## src/rtl/dram_pkg.sv

```systemverilog
// Shared types and helpers for the dual-port DRAM model and its refresh scheduler.
// Latency: none (types and pure functions only).
// Backpressure: not applicable.
package dram_pkg;

  // Scheduler states: normal access service, or a row refresh that stalls both ports.
  typedef enum logic {
    IDLE    = 1'b0,
    REFRESH = 1'b1
  } refresh_state_e;

  // Widest data word the parity helper accepts; callers zero-extend into it.
  localparam int PAR_MAX_W = 1024;

  // Even parity: the returned bit makes the total number of ones (data + bit) even.
  function automatic logic even_parity(input logic [PAR_MAX_W-1:0] d);
    return ^d;
  endfunction

endpackage

```

## src/rtl/dram_refresh_sched.sv

```systemverilog
// Refresh scheduler: interval timer, single merged pending request, IDLE/REFRESH FSM, row pointer and event count.
// Latency: pending is taken at the next IDLE edge; busy rises the cycle after and lasts REFRESH_CYCLES cycles.
// Backpressure: busy stalls both memory ports; refresh requests arriving at any time merge into one pending event.
module dram_refresh_sched
  import dram_pkg::*;
#(
  parameter int ADDR_W           = 4,
  parameter int REFRESH_INTERVAL = 64,
  parameter int REFRESH_CYCLES   = 4,
  parameter int CNT_W            = 16
) (
  input  logic              clk,
  input  logic              rst,
  input  logic              refresh_req,
  output logic              busy,
  output logic [ADDR_W-1:0] refresh_row,
  output logic [CNT_W-1:0]  refresh_count
);

  localparam int TIMER_W = $clog2(REFRESH_INTERVAL);
  localparam int PHASE_W = (REFRESH_CYCLES > 1) ? $clog2(REFRESH_CYCLES) : 1;

  refresh_state_e      state, state_n;
  logic [TIMER_W-1:0]  timer, timer_n;
  logic [PHASE_W-1:0]  phase, phase_n;
  logic                pending, pending_n;
  logic [ADDR_W-1:0]   row, row_n;
  logic [CNT_W-1:0]    count, count_n;

  // Busy comes straight from the state flop, so the ports see a registered ready.
  assign busy          = (state == REFRESH);
  assign refresh_row   = row;
  assign refresh_count = count;

  // State register; reset aborts any refresh in flight without counting it.
  always_ff @(posedge clk) begin
    if (rst) begin
      state   <= IDLE;
      timer   <= '0;
      phase   <= '0;
      pending <= 1'b0;
      row     <= '0;
      count   <= '0;
    end else begin
      state   <= state_n;
      timer   <= timer_n;
      phase   <= phase_n;
      pending <= pending_n;
      row     <= row_n;
      count   <= count_n;
    end
  end

  // Next-state: timer only runs in IDLE; a request seen in the consuming cycle survives as a new pending.
  always_comb begin
    state_n   = state;
    timer_n   = timer;
    phase_n   = phase;
    pending_n = pending;
    row_n     = row;
    count_n   = count;
    case (state)
      IDLE: begin
        phase_n = '0;
        if (pending) begin
          state_n   = REFRESH;
          pending_n = 1'b0;
          timer_n   = '0;
        end else if (timer == TIMER_W'(REFRESH_INTERVAL - 1)) begin
          timer_n   = '0;
          pending_n = 1'b1;
        end else begin
          timer_n   = timer + 1'b1;
        end
      end
      REFRESH: begin
        timer_n = '0;
        if (phase == PHASE_W'(REFRESH_CYCLES - 1)) begin
          state_n = IDLE;
          phase_n = '0;
          row_n   = row + 1'b1;
          count_n = count + 1'b1;
        end else begin
          phase_n = phase + 1'b1;
        end
      end
      default: state_n = IDLE;
    endcase
    if (refresh_req) begin
      pending_n = 1'b1;
    end
  end

endmodule

```

## src/rtl/dram_dp_refresh.sv

```systemverilog
// Dual-port DRAM model with a row-refresh scheduler; DRAM_PARITY_EN adds a stored even-parity bit, x_perr and inject_perr.
// Latency: writes commit at the accepting edge; reads return registered data one cycle after acceptance.
// Backpressure: a_ready/b_ready are low for the whole refresh window; requests seen then are dropped, not queued.
module dram_dp_refresh
  import dram_pkg::*;
#(
  parameter int DATA_W           = 16,
  parameter int ADDR_W           = 4,
  parameter int REFRESH_INTERVAL = 64,
  parameter int REFRESH_CYCLES   = 4,
  parameter int CNT_W            = 16
) (
  input  logic              clk,
  input  logic              rst,
  input  logic              a_req,
  input  logic              a_we,
  input  logic [ADDR_W-1:0] a_addr,
  input  logic [DATA_W-1:0] a_wdata,
  output logic              a_ready,
  output logic              a_rvalid,
  output logic [DATA_W-1:0] a_rdata,
  input  logic              b_req,
  input  logic              b_we,
  input  logic [ADDR_W-1:0] b_addr,
  input  logic [DATA_W-1:0] b_wdata,
  output logic              b_ready,
  output logic              b_rvalid,
  output logic [DATA_W-1:0] b_rdata,
`ifdef DRAM_PARITY_EN
  input  logic              inject_perr,
  output logic              a_perr,
  output logic              b_perr,
`endif
  input  logic              refresh_req,
  output logic              refresh_busy,
  output logic [ADDR_W-1:0] refresh_row,
  output logic [CNT_W-1:0]  refresh_count
);

  localparam int DEPTH = 1 << ADDR_W;

  logic              busy;
  logic              a_acc, b_acc;
  logic              a_rd, b_rd;
  logic [DATA_W-1:0] mem [DEPTH];

  assign a_ready      = ~busy;
  assign b_ready      = ~busy;
  assign refresh_busy = busy;

  // Nothing is accepted while reset is asserted, even if ready happens to be high.
  assign a_acc = a_req & a_ready & ~rst;
  assign b_acc = b_req & b_ready & ~rst;
  assign a_rd  = a_acc & ~a_we;
  assign b_rd  = b_acc & ~b_we;

  dram_refresh_sched #(
    .ADDR_W           (ADDR_W),
    .REFRESH_INTERVAL (REFRESH_INTERVAL),
    .REFRESH_CYCLES   (REFRESH_CYCLES),
    .CNT_W            (CNT_W)
  ) u_sched (
    .clk           (clk),
    .rst           (rst),
    .refresh_req   (refresh_req),
    .busy          (busy),
    .refresh_row   (refresh_row),
    .refresh_count (refresh_count)
  );

  // Array write; port A is assigned last so it wins a same-address collision.
  always_ff @(posedge clk) begin
    if (b_acc && b_we) mem[b_addr] <= b_wdata;
    if (a_acc && a_we) mem[a_addr] <= a_wdata;
  end

  // Port A read register; samples the array before this edge's writes land (read-before-write).
  always_ff @(posedge clk) begin
    if (rst) begin
      a_rvalid <= 1'b0;
      a_rdata  <= '0;
    end else begin
      a_rvalid <= a_rd;
      if (a_rd) a_rdata <= mem[a_addr];
    end
  end

  // Port B read register; same read-before-write behaviour as port A.
  always_ff @(posedge clk) begin
    if (rst) begin
      b_rvalid <= 1'b0;
      b_rdata  <= '0;
    end else begin
      b_rvalid <= b_rd;
      if (b_rd) b_rdata <= mem[b_addr];
    end
  end

`ifdef DRAM_PARITY_EN
  logic par_mem [DEPTH];

  // Parity column write; inject_perr flips the stored bit so a later read reports an error.
  always_ff @(posedge clk) begin
    if (b_acc && b_we) par_mem[b_addr] <= even_parity(PAR_MAX_W'(b_wdata)) ^ inject_perr;
    if (a_acc && a_we) par_mem[a_addr] <= even_parity(PAR_MAX_W'(a_wdata)) ^ inject_perr;
  end

  // Parity check alongside each read; the flag is meaningful only with the matching rvalid.
  always_ff @(posedge clk) begin
    if (rst) begin
      a_perr <= 1'b0;
      b_perr <= 1'b0;
    end else begin
      if (a_rd) a_perr <= par_mem[a_addr] ^ even_parity(PAR_MAX_W'(mem[a_addr]));
      if (b_rd) b_perr <= par_mem[b_addr] ^ even_parity(PAR_MAX_W'(mem[b_addr]));
    end
  end
`endif

endmodule

```

## config.mk

```make
export PLATFORM = sky130hd
export DESIGN_NAME = dram_dp_refresh
export DESIGN_NICKNAME = d
export VERILOG_FILES = /design/src/rtl/dram_pkg.sv /design/src/rtl/dram_refresh_sched.sv /design/src/rtl/dram_dp_refresh.sv
export SDC_FILE = /design/constraint.sdc
export NUM_CORES = 1
export LEC_CHECK = 0
export CORE_MARGIN = 1.5
export CORE_UTILIZATION = 40
export DETAILED_ROUTE_END_ITERATION = 10
export PLACE_DENSITY = 0.6
export SLEW_MARGIN = 20
export SYNTH_ARGS = -nofsm -noshare
export SYNTH_HDL_FRONTEND = slang
export SYNTH_HIERARCHICAL = 1
export SYNTH_SLANG_ARGS = --single-unit
```

## constraint.sdc

```tcl
create_clock -name clk -period 4.29 [get_ports clk]
set_clock_uncertainty 0.15 [all_clocks]
set_input_delay 0.429 -clock clk [delete_from_list [all_inputs] [get_ports clk]]
set_output_delay 0.429 -clock clk [all_outputs]
set_load 0.02 [all_outputs]
```

## Yosys cells after proc, flatten, opt, wreduce, memory -nomap -nowiden

Memories as Yosys holds them, arrays and structs flattened. A register that Yosys moved wholly into a read port is not among the register bits.
Cells that the tools add are included.

- Register bits: 32
- RAM bits: 256
- Output and inout port bits: 57
- Word-level logic and storage cells: 45
- Memories kept: 1

- Add/subtract/negate cells: 4
- Equality and inequality tests: 3
- Mux-type cells: 16
- Bitwise logic cells: 10
- Reductions and logical operators: 3

Memory list:

| memory | depth | width | read ports | clocked after memory_dff | wr ports | line | source |
|---|---|---|---|---|---|---|---|
| mem | 16 | 16 | 2 | 2 | 2 | dram_dp_refresh.sv:45 | `logic [DATA_W-1:0] mem [DEPTH];` |

Operators with widths:

| kind | count |
|---|---|
| $add A16 B1 Y16 const B | 1 |
| $mux W6 | 2 |
| $pmux W6 S2 | 1 |
| $mux W1 | 10 |
| $add A6 B1 Y6 const B | 1 |
| $and A1 B1 Y1 | 6 |
| $eq A6 B6 Y1 const B | 1 |
| $add A4 B1 Y4 const B | 1 |
| $not A1 Y1 | 4 |
| $pmux W2 S2 | 1 |
| $add A2 B1 Y2 const B | 1 |
| $eq A2 B2 Y1 const B | 1 |
| $logic_and A1 B1 Y1 | 2 |
| $mux W2 | 1 |
| $ne A2 B2 Y1 const B | 1 |
| $pmux W1 S2 | 1 |
| $reduce_and A2 Y1 | 1 |

## Logic depth before layout (Yosys ltp)

Gate-level depths: netlist of the first run.

- Depth after elaboration: 6
- Depth in mapped cells: 8
- Gate-level depth less buffers: 5

## Cells and area by module

Netlist of the first run, hierarchy kept.

By module, submodules not included:

| module | instances | cells each | area an instance (µm²) |
|---|---|---|---|
| dram_dp_refresh | 1 | 1024 | 16158.0 |
| dram_refresh_sched | 1 | 137 | 1271.2 |

## Least setup slack after synthesis of the first run

No wires, ideal clock.

- Path kind: input port to flip-flop
- Start: in b_addr[2]
- End: mem mem[5][0] (enable)
- Setup time: 0.411 ns
- Data arrival time: 2.727 ns
- Required time: 3.729 ns
- Setup slack: 1.001 ns
- Stages: 6
- Path buffers: 4
- Path through: buf_2 > buf_2 > buf_2 > buf_1 > nand3b_1 > o21ai_0

RTL lines:

| element | line | source |
|---|---|---|
| start, declared | dram_dp_refresh.sv:24 | `input logic [ADDR_W-1:0] b_addr,` |
| end, declared | dram_dp_refresh.sv:45 |  |

==> results of run 1 <==
==> cell type report <==
class	instances	area share, %
well taps	585	3.61
repair buffers	158	7.20
flip-flops and latches	320	44.3
clock inverters	15	0.543
inverters	4	0.0741
multi-input cells	717	39.4
clock buffers	49	4.90
==> worst max-delay path, delay by kind of cell, from the launching register on <==
| family | cells | cell delay, ns |
|---|---|---|
| AOI/OAI and AO/OA | 1 | 0.53 |
| DFF | 1 | 0.46 |
| and+or+nand+nor | 3 | 1.75 |
==> cell usage after synthesis, types with 2 or more instances <==
cell,n
xnor2_1,5
nand3_1,6
nand2_1,34
nor3_1,3
buf_1,9
mux4_2,114
mux2i_1,58
dfxtp_1,64
or3_1,4
nand2b_1,2
nand4_1,7
o21bai_1,4
or3b_2,2
nand3b_1,4
nor2_1,41
a31oi_1,13
ha_1,4
clkbuf_1,62
a21oi_1,13
nor3b_1,5
o22a_1,15
o21ai_0,16
mux2_2,263
nor2b_1,4
buf_2,41
inv_1,3
a311oi_1,14
and3_1,8
o22ai_1,13
xor2_1,14
nand2_2,6
or2_2,2
edfxtp_1,256
a222oi_1,3
and2_1,4
nor4_1,2
buf_4,6
a21oi_2,9
and4_1,2
a22oi_1,13
==> routing by layer <==
layer / vias up / GRT usage [%] / wire length, um
met5: - / 0 / 0
met4: 0 / 8.45 / 1680
met3: 106 / 4.75 / 4560
met2: 575 / 41.0 / 26300
met1: 5907 / 32.9 / 22200
li1: 4793 / - / -
==> logic make-up after synthesis <==
kind of cell             after synthesis  synth area share, %
multiplexers                         435                 35.1
flip-flops                           320                 51.5
AND/OR/NAND/NOR                      145                 4.41
buffers and inverters                124                 3.20
AO/OA/AOI/OAI                        114                 4.63
XOR/XNOR                              19                0.955
adder cells (fa/ha/maj)                4                0.287
==> power by group <==
group / leakage [nW] / total (mW) / internal [mW] / switching (mW)
registers: 2.82 / 3.40 / 3.38 / 0.0213
clock network: 0.538 / 2.96 / 1.69 / 1.27
logic: 3.33 / 0.674 / 0.320 / 0.354
==> sequential cells by signal (all words and copies together) (netlist names) <==
register and flops:
mem 256, a_rdata 16, b_rdata 16, u_sched/refresh_count 16, u_sched/timer 6, u_sched/refresh_row 4
u_sched/phase 2, a_rvalid 1, b_rvalid 1, u_sched/busy 1, u_sched/pending 1
==> final timing paths <==
check / start / endpoint / slack, ns
worst max register to register: u_sched/busy / mem[14][10] / 1.01
worst max-delay path: u_sched/busy / mem[14][10] / 1.01
worst min-delay path: rst / a_rdata[6] / 0.05
worst min register to register: u_sched/phase[0] / u_sched/phase[0] / 0.28
==> reports/qor.yml, run 1 <==
status: "completed"
pin_count: 104
post_cts_buffers: 0
mostFrequentLayoutCells: "263 x mux2_2, 256 x edfxtp_1, 114 x mux4_2, 96 x clkdlybuf4s50_1, 64 x dfxtp_1"
grt_start_max_net_pins: 60
path_clk_slew_ns: 0.06
cts_hold_buf: 0
drv_cap: 0
synth_edf_count: 256
n_antenna_cell: 0
core_area_um2: 43100
n_fill_cell: 3782
antenna_found_initial: 0
nets: 1288
synthTopCellsByArea: "edfxtp_1 44%, mux2_2 17%, mux4_2 15%"
fmax_mhz: 305
synth.cell_area_um2: 17400
cp_slowest_cell: "and3_1"
dp.cells: 1784
drive_gt1_share_pct: 41.7
dieArea_um2: 44800
stdcell_area_um2: 20300
grt_pass1_wl_mm: 79.6
p_per_area_nw_per_um2: 347
yosys_register_bits: 320
ff_latch_area_um2: 8970
cts_max_level: 2
synth_ff_type: "edfxtp_1"
reg2regPathDepth: 4
worst_pin_slew_ns: 1.15
min_path_cells: 2
place_area_um2: 19200
syn_area_per_cell_um2: 15.0
total_power_mw: 7.03
clockRootBuffer: "clkbuf_16"
leakage_nw: 6.69
yosysWarnings: 6
synthCells: 1161
tns_ns: 0
fin_crit_ns: 3.28
peakVddDrop_uv: 266
synthArstFlopShare_pct: 0
dr.pass1.iters: 5
setup_violations: 0
final_cells: 1848
row_count: 76
gr-total-overflow: 0
hold_violations: 0
crit_required_ns: 4.29
pre_cts_ws_ns: 0.763
post-route-period-util_pct: 76.4
via_per_inst: 6.16
path_class: "register to register"
drc: 0
insertion_delay_ns: 0.54
grt_pass1_vias: 11600
vias: 11400
syn2layout_area_growth_pct: 16.3
cts_max_path_buffers: 3
drv_slew: 0
relSlewSlack_pct: 23.0
final_util_pct: 47.0
whs_ns: 0.0465
crit_path_end_kind: "register"
crit_arrival_ns: 3.28
cts_tree: "built"
hpwl_mm: 35.5
path_cells: "nand4bb_1, nor3b_1, and3_1, o21bai_2"
initial_utilization_pct: 40.5
startpoint_type: "register"
cp_max_fo: 16
grt_usage_pct: 24.9
drt_iter0_drc: 1289
ys_types: 53
wl_mm: 54.7
globalplace.congestion: 0.838
critPathMaxStageDelay_ns: 0.66
port_buffers: 103
hp-class: "primary input to register"
die_h_um: 212
multi_input_area_um2: 7990
cts_resized: 0
finalWorstSetupSlack_ns: 1.01
syn_nets: 1212
wl_per_cell_um: 29.6
drt.antenna.violating_nets: 0
yosysSeqAreaShare_pct: 51.5
rsz0062_at_grt: "no"
cts.sinks: 320
die_w_um: 212
yosys.area.top_type: "edfxtp_1"
yosys.area.top_type_share_pct: 44.1
final_common_cell: "mux2_2"
cts_made_buffers: 36
Note: power is estimated with default switching activity, not from simulation.
==> run 2, diff against run 1 <==
clock period = 3.31 ns   (was 4.29 ns; I/O delays follow)
==> reports/qor.yml, run 2 (same netlist as run 1, synthesis figures left out) <==
worst_pin_slew_ns: 0.943
hpwl_mm: 35.5
path_clk_slew_ns: 0.06
grt_pass1_vias: 11400
crit_required_ns: 3.41
wl_mm: 55.6
p_per_area_nw_per_um2: 463
peakVddDrop_uv: 299
reg2reg_slack_ns: 0.58
drv_cap: 0
antenna_found_initial: 1
min_path_cells: 3
startpoint_type: "primary input"
cts_resized: 0
grt_usage_pct: 25.0
grt_pass1_wl_mm: 80.1
final_util_pct: 47.9
initial_utilization_pct: 40.5
reg2reg_from: "u_sched/busy"
cts_tree: "built"
syn2layout_area_growth_pct: 18.5
clockRootBuffer: "clkbuf_16"
die_h_um: 212
cts_max_level: 2
drc: 0
rsz0062_at_grt: "no"
grt_start_max_net_pins: 62
tns_ns: 0
min_from: "refresh_req"
dieArea_um2: 44800
port_buffers: 103
drt.antenna.violating_nets: 0
min_to: "u_sched/pending"
gr-total-overflow: 0
dr.pass1.iters: 5
row_count: 76
cts_max_path_buffers: 3
crit_arrival_ns: 2.91
cts.sinks: 320
hold_violations: 0
mostFrequentLayoutCells: "263 x mux2_2, 256 x edfxtp_1, 114 x mux4_2, 96 x clkdlybuf4s50_1, 66 x buf_4"
largest_register: "mem"
wl_per_cell_um: 29.7
total_power_mw: 9.56
cp_slowest_cell: "o21bai_2"
pre_cts_ws_ns: 0.262
drive_gt1_share_pct: 42.6
via_per_inst: 6.12
cp_max_fo: 9
n_antenna_cell: 0
stdcell_area_um2: 20700
path_class: "primary input to register"
fmax_mhz: 356
setup_violations: 0
globalplace.congestion: 0.877
path_cells: "dlygate4sd3_1, buf_2, nor3b_1, and2_1, nand3_1, buf_4, o21bai_2, buf_12"
status: "completed"
nets: 1309
largest_register_ffs: 256
r2r_end: "mem[2][6]"
die_w_um: 212
final_common_cell: "mux2_2"
vias: 11400
place_area_um2: 19400
post-route-period-util_pct: 84.9
fin_crit_ns: 2.81
cts_made_buffers: 36
finalWorstSetupSlack_ns: 0.501
hp-class: "primary input to register"
crit_start: "rst"
reg2regPathDepth: 7
pin_count: 104
insertion_delay_ns: 0.53
crit_path_end_kind: "register"
relSlewSlack_pct: 37.1
drt_iter0_drc: 1487
leakage_nw: 6.88
critPathMaxStageDelay_ns: 0.73
core_area_um2: 43100
drv_slew: 0
run 2: changes by cell type in the layout (fill, tap and decap cells not counted), sizes merged:
cell,previous run,this run
buf,62,82
bufinv,1,5
clkbuf,49,51
inv,5,3
clkinv,12,11
clkinvlp,1,0
dlygate4sd3,0,1
run 2: report_power, final:
| group | total (mW) | internal [mW] | switching, mW | leakage (nW) |
|---|---|---|---|---|
| logic | 0.895 | 0.427 | 0.468 | 3.45 |
| clock network | 4.26 | 2.61 | 1.65 | 0.609 |
| registers | 4.41 | 4.38 | 0.0244 | 2.82 |
| total | 9.56 | 7.41 | 2.14 | 6.88 |
run 2: metal layers:
metal,global-route usage [%],share of wire [%]
met5,0,0.020
met4,8.67,3.4
met3,4.70,8.6
met2,40.1,47
met1,34.1,41
run 2: layout make-up:
cell class | count | area, um^2
clock buffers | 51 | 1050
clock inverters | 15 | 203
fillers | 3719 | 22400
inverters | 4 | 15.0
multi-input cells | 717 | 7970
flip-flops and latches | 320 | 8970
well taps | 585 | 732
repair buffers | 179 | 1710
run 2: metrics by stage:
stage / hold WS, ns / std cells
2_1_floorplan: 0.257 / 1161
4_1_cts: 0.259 / 1871
3_3_place_gp: 0.263 / 1804
5_1_grt: 0.288 / 1871
6_report: 0.272 / 1871
3_5_place_dp: 0.275 / 1804
run 2: repair_timing:
item,4_1_cts,5_1_grt
endpoints found under the hold margin,1,0
hold buffers,1,0
buffers inserted,0,0
run 2: worst max-delay path by stage:
stage	end	slack (ns)	cells after the start
finish	mem[14][5]	0.50	8
global route	mem[12][10]	0.43	6
CTS	mem[14][5]	0.59	8
detailed placement	mem[14][3]	0.26	7
global placement	mem[14][3]	0.23	7
floorplan	mem[5][0]	0.12	6
run 2: worst max-delay path: cells and delay by family:
family	cells	cell delay, ns
AND/OR/NAND/NOR	3	0.70
buffers and inverters	4	1.15
AO/OA/AOI/OAI	1	0.73
==> run 3, diff against run 2 <==
PLACE_DENSITY = 0.63   (was 0.6)
clock period = 2.5 ns   (was 3.31 ns; I/O delays follow)
==> reports/qor.yml, run 3 (same netlist as run 1, synthesis figures left out) <==
status: "completed"
crit_path_end_kind: "register"
cts_max_path_buffers: 3
initial_utilization_pct: 40.5
grt_start_max_net_pins: 50
pin_count: 104
insertion_delay_ns: 0.55
reg2reg_slack_ns: 0.19
tns_ns: 0
rsz0062_at_grt: "no"
vias: 11700
n_fill_cell: 3705
drive_gt1_share_pct: 45.3
path_class: "register to register"
cts_max_level: 2
mostFrequentLayoutCells: "263 x mux2_2, 256 x edfxtp_1, 114 x mux4_2, 109 x buf_4, 95 x clkdlybuf4s50_1"
cts_resized: 0
crit_required_ns: 2.65
syn2layout_area_growth_pct: 21.8
hpwl_mm: 38.6
die_w_um: 212
post-route-period-util_pct: 92.5
total_power_mw: 12.5
fmax_mhz: 432
final_cells: 1933
core_area_um2: 43100
largest_register: "mem"
drt.antenna.violating_nets: 0
path_clk_slew_ns: 0.06
hold_violations: 0
grt_pass1_vias: 11600
antenna_found_initial: 1
finalWorstSetupSlack_ns: 0.188
clockRootBuffer: "clkbuf_16"
cp-endpoint: "mem[13][11]"
dp.cells: 1863
cp_slowest_cell: "dfxtp_1"
leakage_nw: 7.23
gr-total-overflow: 0
p_per_area_nw_per_um2: 590
critPathMaxStageDelay_ns: 0.35
cp_num_buf_inv: 3
cts.sinks: 320
reg2regPathDepth: 7
dr.pass1.iters: 5
pre_cts_ws_ns: -0.119
port_buffers: 103
startpoint_type: "register"
dieArea_um2: 44800
n_antenna_cell: 0
die_h_um: 212
cp_common_cell: "buf_4"
wl_mm: 54.5
setup_violations: 0
crit_family: "simple AND/OR/NAND/NOR gates"
drt_iter0_drc: 1420
r2r_end: "mem[13][11]"
hp-class: "primary input to register"
globalplace.congestion: 0.889
crit_start: "u_sched/busy"
nets: 1370
drv_slew: 0
cp_max_fo: 7
cts_tree: "built"
grt_pass1_wl_mm: 79.7
final_common_cell: "mux2_2"
post_cts_buffers: 0
crit_arrival_ns: 2.46
row_count: 76
fin_crit_ns: 2.31
reg2reg_from: "u_sched/busy"
peakVddDrop_uv: 405
via_per_inst: 6.04
cts_made_buffers: 39
critical_path_depth: 7
cts_hold_buf: 0
relSlewSlack_pct: 46.1
worst_pin_slew_ns: 0.805
drv_cap: 0
path_cells: "nand4bb_1, buf_4, nor3b_1, buf_4, and3_1, buf_4, mux2_2"
drc: 0
wl_per_cell_um: 28.2
largest_register_ffs: 256
grt_usage_pct: 24.8
==> run 3: changes by cell type in the layout (fill, tap and decap cells not counted), moves of 2 or more <==
cell	before	now
clkinvlp_4	0	2
clkbuf_16	39	41
clkbuf_8	3	1
clkinv_2	2	6
buf_4	66	109
buf_12	11	27
bufinv_16	5	2
==> run 3: layout make-up <==
| cell class | instances | area (um^2) | share of cell area (%) |
|---|---|---|---|
| clock buffer | 51 | 1070 | 5.06 |
| clock inverter | 19 | 144 | 0.678 |
| sequential | 320 | 8970 | 42.2 |
| multi-input combinational | 717 | 7960 | 37.5 |
| tap | 585 | 732 | 3.45 |
| inverter | 4 | 15.0 | 0.0707 |
| timing repair buffer | 237 | 2340 | 11.0 |
==> run 3: stage by stage <==
stage | util [%] | hold slack [ns] | area [um^2]
after CTS | 49.3 | 0.00624 | 21200
after global placement | 46.5 | 0.263 | 20000
after floorplan | - | 0.257 | 17500
after detailed placement | 46.5 | 0.272 | 20000
after global routing | 49.3 | 0.0591 | 21200
final | 49.3 | 0.0255 | 21200
==> run 3: report_power, final <==
| group | total (mW) | switching (mW) | internal (mW) |
|---|---|---|---|
| Clock | 5.46 | 2.23 | 3.22 |
| Combinational | 1.24 | 0.637 | 0.603 |
| Sequential | 5.84 | 0.0336 | 5.80 |
| Total | 12.5 | 2.90 | 9.63 |
==> run 3: tightest hold or removal path: cells and delay by family <==
| family | cells | cell delay, ns |
|---|---|---|
| buffers and inverters | 2 | 0.22 |
| AND/OR/NAND/NOR | 1 | 0.19 |
==> run 3: layer usage <==
metal	part of all wire [%]	wire length (um)	GRT usage [%]	vias up
met5	0.018	10	0	-
met4	3.1	1680	8.10	2
met3	9.3	5070	5.25	99
met2	46	25100	38.9	593
met1	42	22600	34.2	6015
li1	-	-	-	4959
==> run 3: worst min-delay path by stage <==
stage | from | end | slack (ns) | cells past startpoint
finish | rst | a_rvalid | 0.03 | 3
floorplan | u_sched/phase[0] | u_sched/phase[0] | 0.26 | 1
detailed placement | u_sched/phase[0] | u_sched/phase[0] | 0.27 | 1
global route | rst | u_sched/refresh_count[4] | 0.06 | 3
CTS | rst | a_rvalid | 0.006 | 3
global placement | u_sched/phase[0] | u_sched/phase[0] | 0.26 | 1
